**config.mk**
```make
export PLATFORM = sky130hd
export DESIGN_NAME = reg_bank_writer
export DESIGN_NICKNAME = d
export VERILOG_FILES = /design/src/rtl/reg_bank_writer.sv
export SDC_FILE = /design/constraint.sdc
export NUM_CORES = 2
export LEC_CHECK = 0
export ABC_AREA = 1
export BUFFER_PORTS_ARGS = -buffer_cell sky130_fd_sc_hd__buf_2
export CAP_MARGIN = 20
export CORE_ASPECT_RATIO = 0.5
export CORE_MARGIN = 4
export CORE_UTILIZATION = 30
export DETAILED_ROUTE_END_ITERATION = 8
export SYNTH_ARGS = -nofsm -noshare
export SYNTH_HDL_FRONTEND = slang
export SYNTH_SLANG_ARGS = --single-unit
```
**constraint.sdc**
```tcl
create_clock -name clk -period 44.2 [get_ports clk]
set_clock_uncertainty 0.2 [all_clocks]
set_input_delay 4.42 -clock clk [delete_from_list [all_inputs] [get_ports clk]]
set_output_delay 4.42 -clock clk [all_outputs]
set_load 0.02 [all_outputs]
```
**src/rtl/reg_bank_writer.sv**
```systemverilog
// reg_bank_writer: write side of a 32-entry register file. It accepts writes over
// valid/ready, stages them, commits them one edge later, and offers a clear-all sweep.
// Latency: data accepted at edge E appears on Q after edge E+1. There is no bypass path.
// Backpressure: wr_ready is low while a sweep runs or clr_req is high, and the source holds the request.
//
// Ports:
//   clk, rst             clock; asynchronous active-high reset
//   wr_valid/wr_ready    write request handshake, with wr_addr (5b) and wr_data (WIDTH)
//   clr_req, clr_done    start a clear-all sweep; one-cycle pulse when the sweep ends
//   busy                 a commit is pending or a sweep is running
//   wr_count             saturating count of committed (non-discarded) writes
//   Q0..Q31              register contents, wired directly to read mux inputs I0..I31
module reg_bank_writer #(
  parameter int WIDTH   = 32,
  parameter int ZERO_R0 = 1
) (
  input  logic             clk,
  input  logic             rst,
  input  logic             wr_valid,
  output logic             wr_ready,
  input  logic [4:0]       wr_addr,
  input  logic [WIDTH-1:0] wr_data,
  input  logic             clr_req,
  output logic             clr_done,
  output logic             busy,
  output logic [15:0]      wr_count,
  output logic [WIDTH-1:0] Q0,  Q1,  Q2,  Q3,  Q4,  Q5,  Q6,  Q7,
  output logic [WIDTH-1:0] Q8,  Q9,  Q10, Q11, Q12, Q13, Q14, Q15,
  output logic [WIDTH-1:0] Q16, Q17, Q18, Q19, Q20, Q21, Q22, Q23,
  output logic [WIDTH-1:0] Q24, Q25, Q26, Q27, Q28, Q29, Q30, Q31
);

  typedef enum logic {IDLE, SWEEP} state_t;

  state_t           state, state_nxt;
  logic [4:0]       cnt, cnt_nxt;
  logic             clr_done_nxt;
  logic             sweep_clr;
  logic             accept;
  logic             commit;
  logic             stage_v;
  logic [4:0]       stage_addr;
  logic [WIDTH-1:0] stage_data;
  logic [WIDTH-1:0] q [32];

  // clr_req takes priority over a write offered in the same cycle.
  assign wr_ready = (state == IDLE) && !clr_req && !rst;
  assign accept   = wr_valid && wr_ready;
  // A write to register 0 is dropped when R0 is hardwired to zero. It is not counted either.
  assign commit   = stage_v && !((ZERO_R0 != 0) && (stage_addr == 5'd0));
  assign busy     = stage_v || (state == SWEEP);

  always_comb begin
    state_nxt    = state;
    cnt_nxt      = cnt;
    clr_done_nxt = 1'b0;
    sweep_clr    = 1'b0;
    case (state)
      IDLE: begin
        if (clr_req) begin
          state_nxt = SWEEP;
          cnt_nxt   = 5'd0;
        end
      end
      SWEEP: begin
        sweep_clr = 1'b1;
        cnt_nxt   = cnt + 5'd1;   // wraps 31 -> 0 naturally
        if (cnt == 5'd31) begin
          state_nxt    = IDLE;
          clr_done_nxt = 1'b1;
        end
      end
      default: state_nxt = IDLE;
    endcase
  end

  always_ff @(posedge clk or posedge rst) begin
    if (rst) begin
      state    <= IDLE;
      cnt      <= 5'd0;
      clr_done <= 1'b0;
    end else begin
      state    <= state_nxt;
      cnt      <= cnt_nxt;
      clr_done <= clr_done_nxt;
    end
  end

  always_ff @(posedge clk or posedge rst) begin
    if (rst) begin
      stage_v    <= 1'b0;
      stage_addr <= 5'd0;
      stage_data <= '0;
    end else begin
      stage_v <= accept;
      if (accept) begin
        stage_addr <= wr_addr;
        stage_data <= wr_data;
      end
    end
  end

  // A commit and a sweep clear never coincide. Nothing is accepted once the sweep
  // starts, and any pending stage commits on the IDLE->SWEEP edge.
  always_ff @(posedge clk or posedge rst) begin
    if (rst) begin
      for (int i = 0; i < 32; i++) q[i] <= '0;
    end else begin
      if (commit)    q[stage_addr] <= stage_data;
      if (sweep_clr) q[cnt]        <= '0;
    end
  end

  always_ff @(posedge clk or posedge rst) begin
    if (rst)
      wr_count <= 16'd0;
    else if (commit && (wr_count != 16'hFFFF))
      wr_count <= wr_count + 16'd1;
  end

  assign Q0  = q[0];  assign Q1  = q[1];  assign Q2  = q[2];  assign Q3  = q[3];
  assign Q4  = q[4];  assign Q5  = q[5];  assign Q6  = q[6];  assign Q7  = q[7];
  assign Q8  = q[8];  assign Q9  = q[9];  assign Q10 = q[10]; assign Q11 = q[11];
  assign Q12 = q[12]; assign Q13 = q[13]; assign Q14 = q[14]; assign Q15 = q[15];
  assign Q16 = q[16]; assign Q17 = q[17]; assign Q18 = q[18]; assign Q19 = q[19];
  assign Q20 = q[20]; assign Q21 = q[21]; assign Q22 = q[22]; assign Q23 = q[23];
  assign Q24 = q[24]; assign Q25 = q[25]; assign Q26 = q[26]; assign Q27 = q[27];
  assign Q28 = q[28]; assign Q29 = q[29]; assign Q30 = q[30]; assign Q31 = q[31];

endmodule

```
Word level (Yosys, flattened, before mapping)

Index checks and enable logic that the tools add are counted.

Add/subtract/negate cells: 2
Multipliers: 0
Divide/modulo/power cells: 0
Magnitude comparators: 4
Equality and inequality tests: 3
Shifts and indexed selects: 0
Multiplexer cells: 15
Bitwise gates (word level): 5
Reduce and logical (&&, ||, !) cells: 12

Operators with widths:

| cell                  | count |
|---|---|
| $mux 1024             | 2 |
| $and 1024x1024->1024  | 1 |
| $bwmux 1024           | 1 |
| $not 1024->1024       | 1 |
| $demux 32 s5          | 2 |
| $mux 32               | 2 |
| $add 16x1->16 const B | 1 |
| $ne 16x16->1 const B  | 1 |
| $ge 6x6->1 const B    | 2 |
| $lt 6x1->1 const B    | 2 |
| $not 5->6             | 2 |
| $pmux 5 s2            | 1 |
| $logic_and 1x1->1     | 7 |
| $add 5x1->5 const B   | 1 |
| $eq 5x5->1 const B    | 1 |
| $logic_not 5->1       | 1 |
| $mux 1                | 5 |
| $mux 5                | 1 |
| $logic_not 1->1       | 3 |
| $ne 2x2->1 const B    | 1 |
| $pmux 1 s2            | 1 |
| $logic_or 1x1->1      | 1 |
| $not 1->1             | 1 |

Register bits: 1,085
Latch bits: 0
Bits in writable memories: 0
Bits in read-only memories: 0
Bits of input ports: 41
Memories: 0

Longest topological paths before layout

Word-level depth: 9
Mapped depth: 11
Gate-level depth less buffers: 9

Worst setup path after synthesis

Ideal clock, no wire load.

Kind: input to output
From: input clr_req
To: output wr_ready
Arrival time: 4,939 ps
Required time: 39,580 ps
Setup slack: 34,641 ps
Cell stages on the path: 3
Path buffers: 0
Path through: nor2_1 -> inv_1 -> nor2_1

Longest elaborated chain between the ends: 3

Ends and longest elaborated chain:

| what                           | RTL line | source |
|---|---|---|
| start, declared                | 23       | `input logic clr_req,` |
| $logic_not 1->1                | 47       | `assign wr_ready = (state == IDLE) && !clr_req && !rst;` |
| $logic_and 1x1->1 (2 in a row) | 47       |  |
| end, declared                  | 20       | `output logic wr_ready,` |

No other way between the ends.

Final worst setup path

Same ends and word-level chain as after synthesis.

==> Flow_metrics.wiki <==
{| class="wikitable"
! Metric !! Value
|-
| Detailed Route Iter0 Violations || approximately 4800
|-
| Smallest setup slack after layout || roughly 34 ns
|-
| Power consumption || about 3000 µW
|-
| Warnings, synthesis || 0
|-
| Number of nets in the layout || approximately 6100
|-
| Starting utilization of the core area || about 30%
|-
| Die H || 281 µm
|-
| Peak supply drop || about 38 µV
|-
| Worst Hold Path Cells || 2
|-
| Clock-pin slew on the worst setup and hold paths || approximately 0.06 ns
|-
| Post-synthesis net count || 5206
|-
| Power density relative to cell area || about 53 nW/µm²
|-
| Max Freq || slightly above 0.1 GHz
|-
| Synthesized netlist cell count || a little over 5000
|-
| Fill cell count || 15200
|-
| Setup TNS || 0 ns
|-
| Hold path endpoint || Q0[0]
|-
| Combinational share of power || 28.8%
|-
| Critical path startpoint || clr_req
|-
| Wire length of the first global-routing pass || between 200000 and 300000 µm
|-
| Required time worst endpoint || 39.58 ns
|-
| Max H-tree Level || 3
|-
| Clock tree from TritonCTS || yes
|-
| Number of nets with antenna violations after detailed routing || 0
|-
| Global route overflow || 0
|-
| CP arrival || about 5.2 ns
|-
| Number of max-slew violations in the final report || 0
|-
| Area grow syn2layout || 24.0%
|-
| Post-synthesis instance area || between 40000 and 50000 µm²
|-
| Startpoint type of the worst setup path || primary input
|-
| Part of the total power dissipated in sequential elements || 40.3%
|-
| Sinks on the clock net || 1085
|-
| Worst-Skew Late Latency || 0.71 ns
|-
| Gpl congestion || approximately 0.85
|-
| GRT Util Overall || about a quarter
|-
| Number of antenna violations at the first check in global routing || 21
|-
| Power dissipated by switching net loads || about 1300 µW
|-
| Hold path startpoint || Q0[0]
|-
| Std-Cell Core Area || approximately 150000 µm²
|-
| Worst hold-check path type || reg2reg
|-
| Post-DP HPWL || ~140000 µm
|-
| Worst R2R Setup Slack || between 40 and 50 ns
|-
| Via density per instance || slightly above 5
|-
| Status || finished clean
|-
| Worst-case reg-to-reg path depth || 7
|-
| Distinct cell type count after synthesis || 21
|-
| CTS Buffer Depth || 3
|-
| Wirelength per Cell || 26.3 µm
|-
| Crit path capture type || output port
|-
| Clock power share || 30.9%
|-
| Worst Path Max Fanout || 3
|-
| Number of placement rows || between 90 and 100
|-
| Maximum number of pins on one net before global-route repair || 168
|-
| Endpoint of the lowest-slack register-to-register path || Q8[7]
|-
| Fraction of layout cells with a size suffix above 1 || 23.7%
|-
| Post-layout min period || between 9 and 10 ns
|-
| Count of buffers from port buffering || roughly 1100
|-
| Clock Root Buffer || clkbuf_16
|-
| Setup Viol. Count Final || 0
|-
| Number of buffers inserted to repair setup after CTS || 0
|-
| Leakage Power || roughly 0.031 µW
|-
| Overall routed net length || between 200000 and 250000 µm
|-
| Setup WS pre-CTS || approximately 34 ns
|-
| Setup repair after global routing missed its margin || no
|-
| Number of design rule violations left after detail routing || 0
|-
| Number of buffers created by CTS || between 100 and 150
|-
| Cell Int Power || between 1500 and 2000 µW
|-
| First-pass iteration count of the detailed router || 7
|-
| CP Class || in2out
|-
| Die Span X || about 550 µm
|-
| Slew at the pin closest to its max-slew limit || 1.14 ns
|-
| Number of vias after detailed routing || 41100
|-
| Number of buffers added to fix hold violations after cts || 0
|-
| Max-slew headroom at the worst pin || 24.0%
|-
| Number of I/O pins || ~1100
|-
| Synthesized area divided by synthesized cell count || between 8 and 9 µm²
|-
| Sequential cell area fraction in the yosys report || about three fifths
|-
| Reg-to-reg critical path startpoint || stage_addr[2]
|-
| Switching share of power || a little over two fifths
|-
| Die ar. || between 150000 and 200000 µm²
|-
| Final clock period utilization by the worst path || approximately 22%
|-
| Final hold viol count || 0
|-
| Post-synthesis register bit count || approximately 1100
|-
| Post-CTS Resized || 0
|-
| MaxCap Viol Count || 0
|-
| Vias in the first global route || 38600
|}
==> power by group through the flow <==
stage / Clock (µW) / Sequential (µW) / Combinational (µW)
5_1_grt: 969 / 1200 / 887
2_1_floorplan: 0 / 1210 / 325
4_1_cts: 924 / 1190 / 846
6_report: 915 / 1190 / 851
3_5_place_dp: 0 / 1210 / 845
3_3_place_gp: 0 / 1210 / 840
==> per-layer routing <==
layer / wire, µm / vias to the layer above / GRT usage, %
met3: 15300 / 471 / 4.65
li1: - / 18300 / -
met1: 86500 / 20400 / 34.7
met2: 100000 / 1889 / 41.8
met5: 55 / - / 0
met4: 10600 / 8 / 12.0
==> cells by family (layout without fill, tap and decap cells) <==
family | count (synthesis) | count (layout) | share of synthesized area [%]
and+or+nand+nor | 2085 | 2085 | 19.0
AOI/OAI and AO/OA | 1213 | 1213 | 13.6
other | 0 | 8 | 0
DFF | 1085 | 1085 | 60.6
xor gates and xnor gates | 5 | 5 | 0.0977
adders and majority gates | 6 | 6 | 0.168
buffers and inverters | 765 | 1711 | 6.57
==> how the worst max path moves through the flow <==
stage | endpoint | slack [ns] | cells past startpoint
global placement | wr_ready | 34.35 | 5
global route | wr_ready | 34.33 | 5
floorplan | Q0[0] | 9.03 | 1
detailed placement | Q6[13] | 34.38 | 7
CTS | wr_ready | 34.39 | 5
finish | wr_ready | 34.35 | 5
==> Yosys cell counts <==
cell	n	area [µm²]
buf_2	59	295
ha_1	6	75.1
xor2_1	5	43.8
inv_2	8	30.0
a21oi_1	437	2190
nor3b_1	64	480
nand3_2	2	20.0
o21ai_0	754	3770
nand2_1	497	1870
nor3_1	266	1330
nand3_1	14	70.1
nand4_1	14	87.6
o21ai_1	22	110
nor3_2	6	60.1
dfrtp_1	1085	27200
nor2_1	1218	4570
nor2_2	3	18.8
nor2_4	1	11.3
buf_1	39	146
inv_1	309	1160
clkbuf_1	350	1310
==> critical path, stage by stage <==
cell	delay, ns
buf_2	0.12
nor2_1	0.16
inv_1	0.18
nor2_1	0.17
buf_2	0.19
==> cell type report <==
class,count,area [µm²],area share (%)
Clock inverter,41,417,0.750
Antenna cell,8,20.0,0.0360
Clock buffer,149,2950,5.31
Sequential cell,1085,27200,49.0
Multi-Input combinational cell,3309,14900,26.7
Timing Repair Buffer,1204,6450,11.6
Tap cell,1969,2460,4.44
Inverter,317,1200,2.16
==> placed cells by master, fill, tap and decap left out, types with 2 or more instances in the layout <==
cell type / count
nand2_1: 492
xor2_1: 5
clkinvlp_4: 3
buf_12: 4
clkinv_2: 23
diode_2: 8
nor2_1: 1201
inv_16: 3
dfrtp_1: 1053
clkbuf_16: 102
buf_2: 1083
nor2_2: 13
buf_16: 3
clkbuf_1: 25
nor3b_1: 64
inv_8: 2
o21ai_1: 22
inv_6: 2
nor2_4: 8
inv_1: 306
bufinv_16: 3
clkinv_8: 3
a21oi_1: 437
nand2_2: 4
nand3_2: 2
ha_1: 6
nand4_1: 14
dfrtp_2: 31
nand3_1: 13
nor3_4: 6
buf_4: 113
clkbuf_8: 22
o21ai_0: 754
clkinv_4: 3
nor3_1: 265
inv_2: 9
==> metrics by stage <==
step / instances / util [%] / area (µm²) / hold WS, ns
after CTS: 8070 / 37.7 / 55400 / 0.265
final: 8082 / 37.8 / 55500 / 0.263
after global routing: 8075 / 37.8 / 55500 / 0.286
after floorplan: 5159 / - / 44800 / 0.330
after detailed placement: 7880 / 35.4 / 52100 / 0.247
after global placement: 7878 / 35.4 / 52000 / 0.244
(Power assumes the default switching activity.)
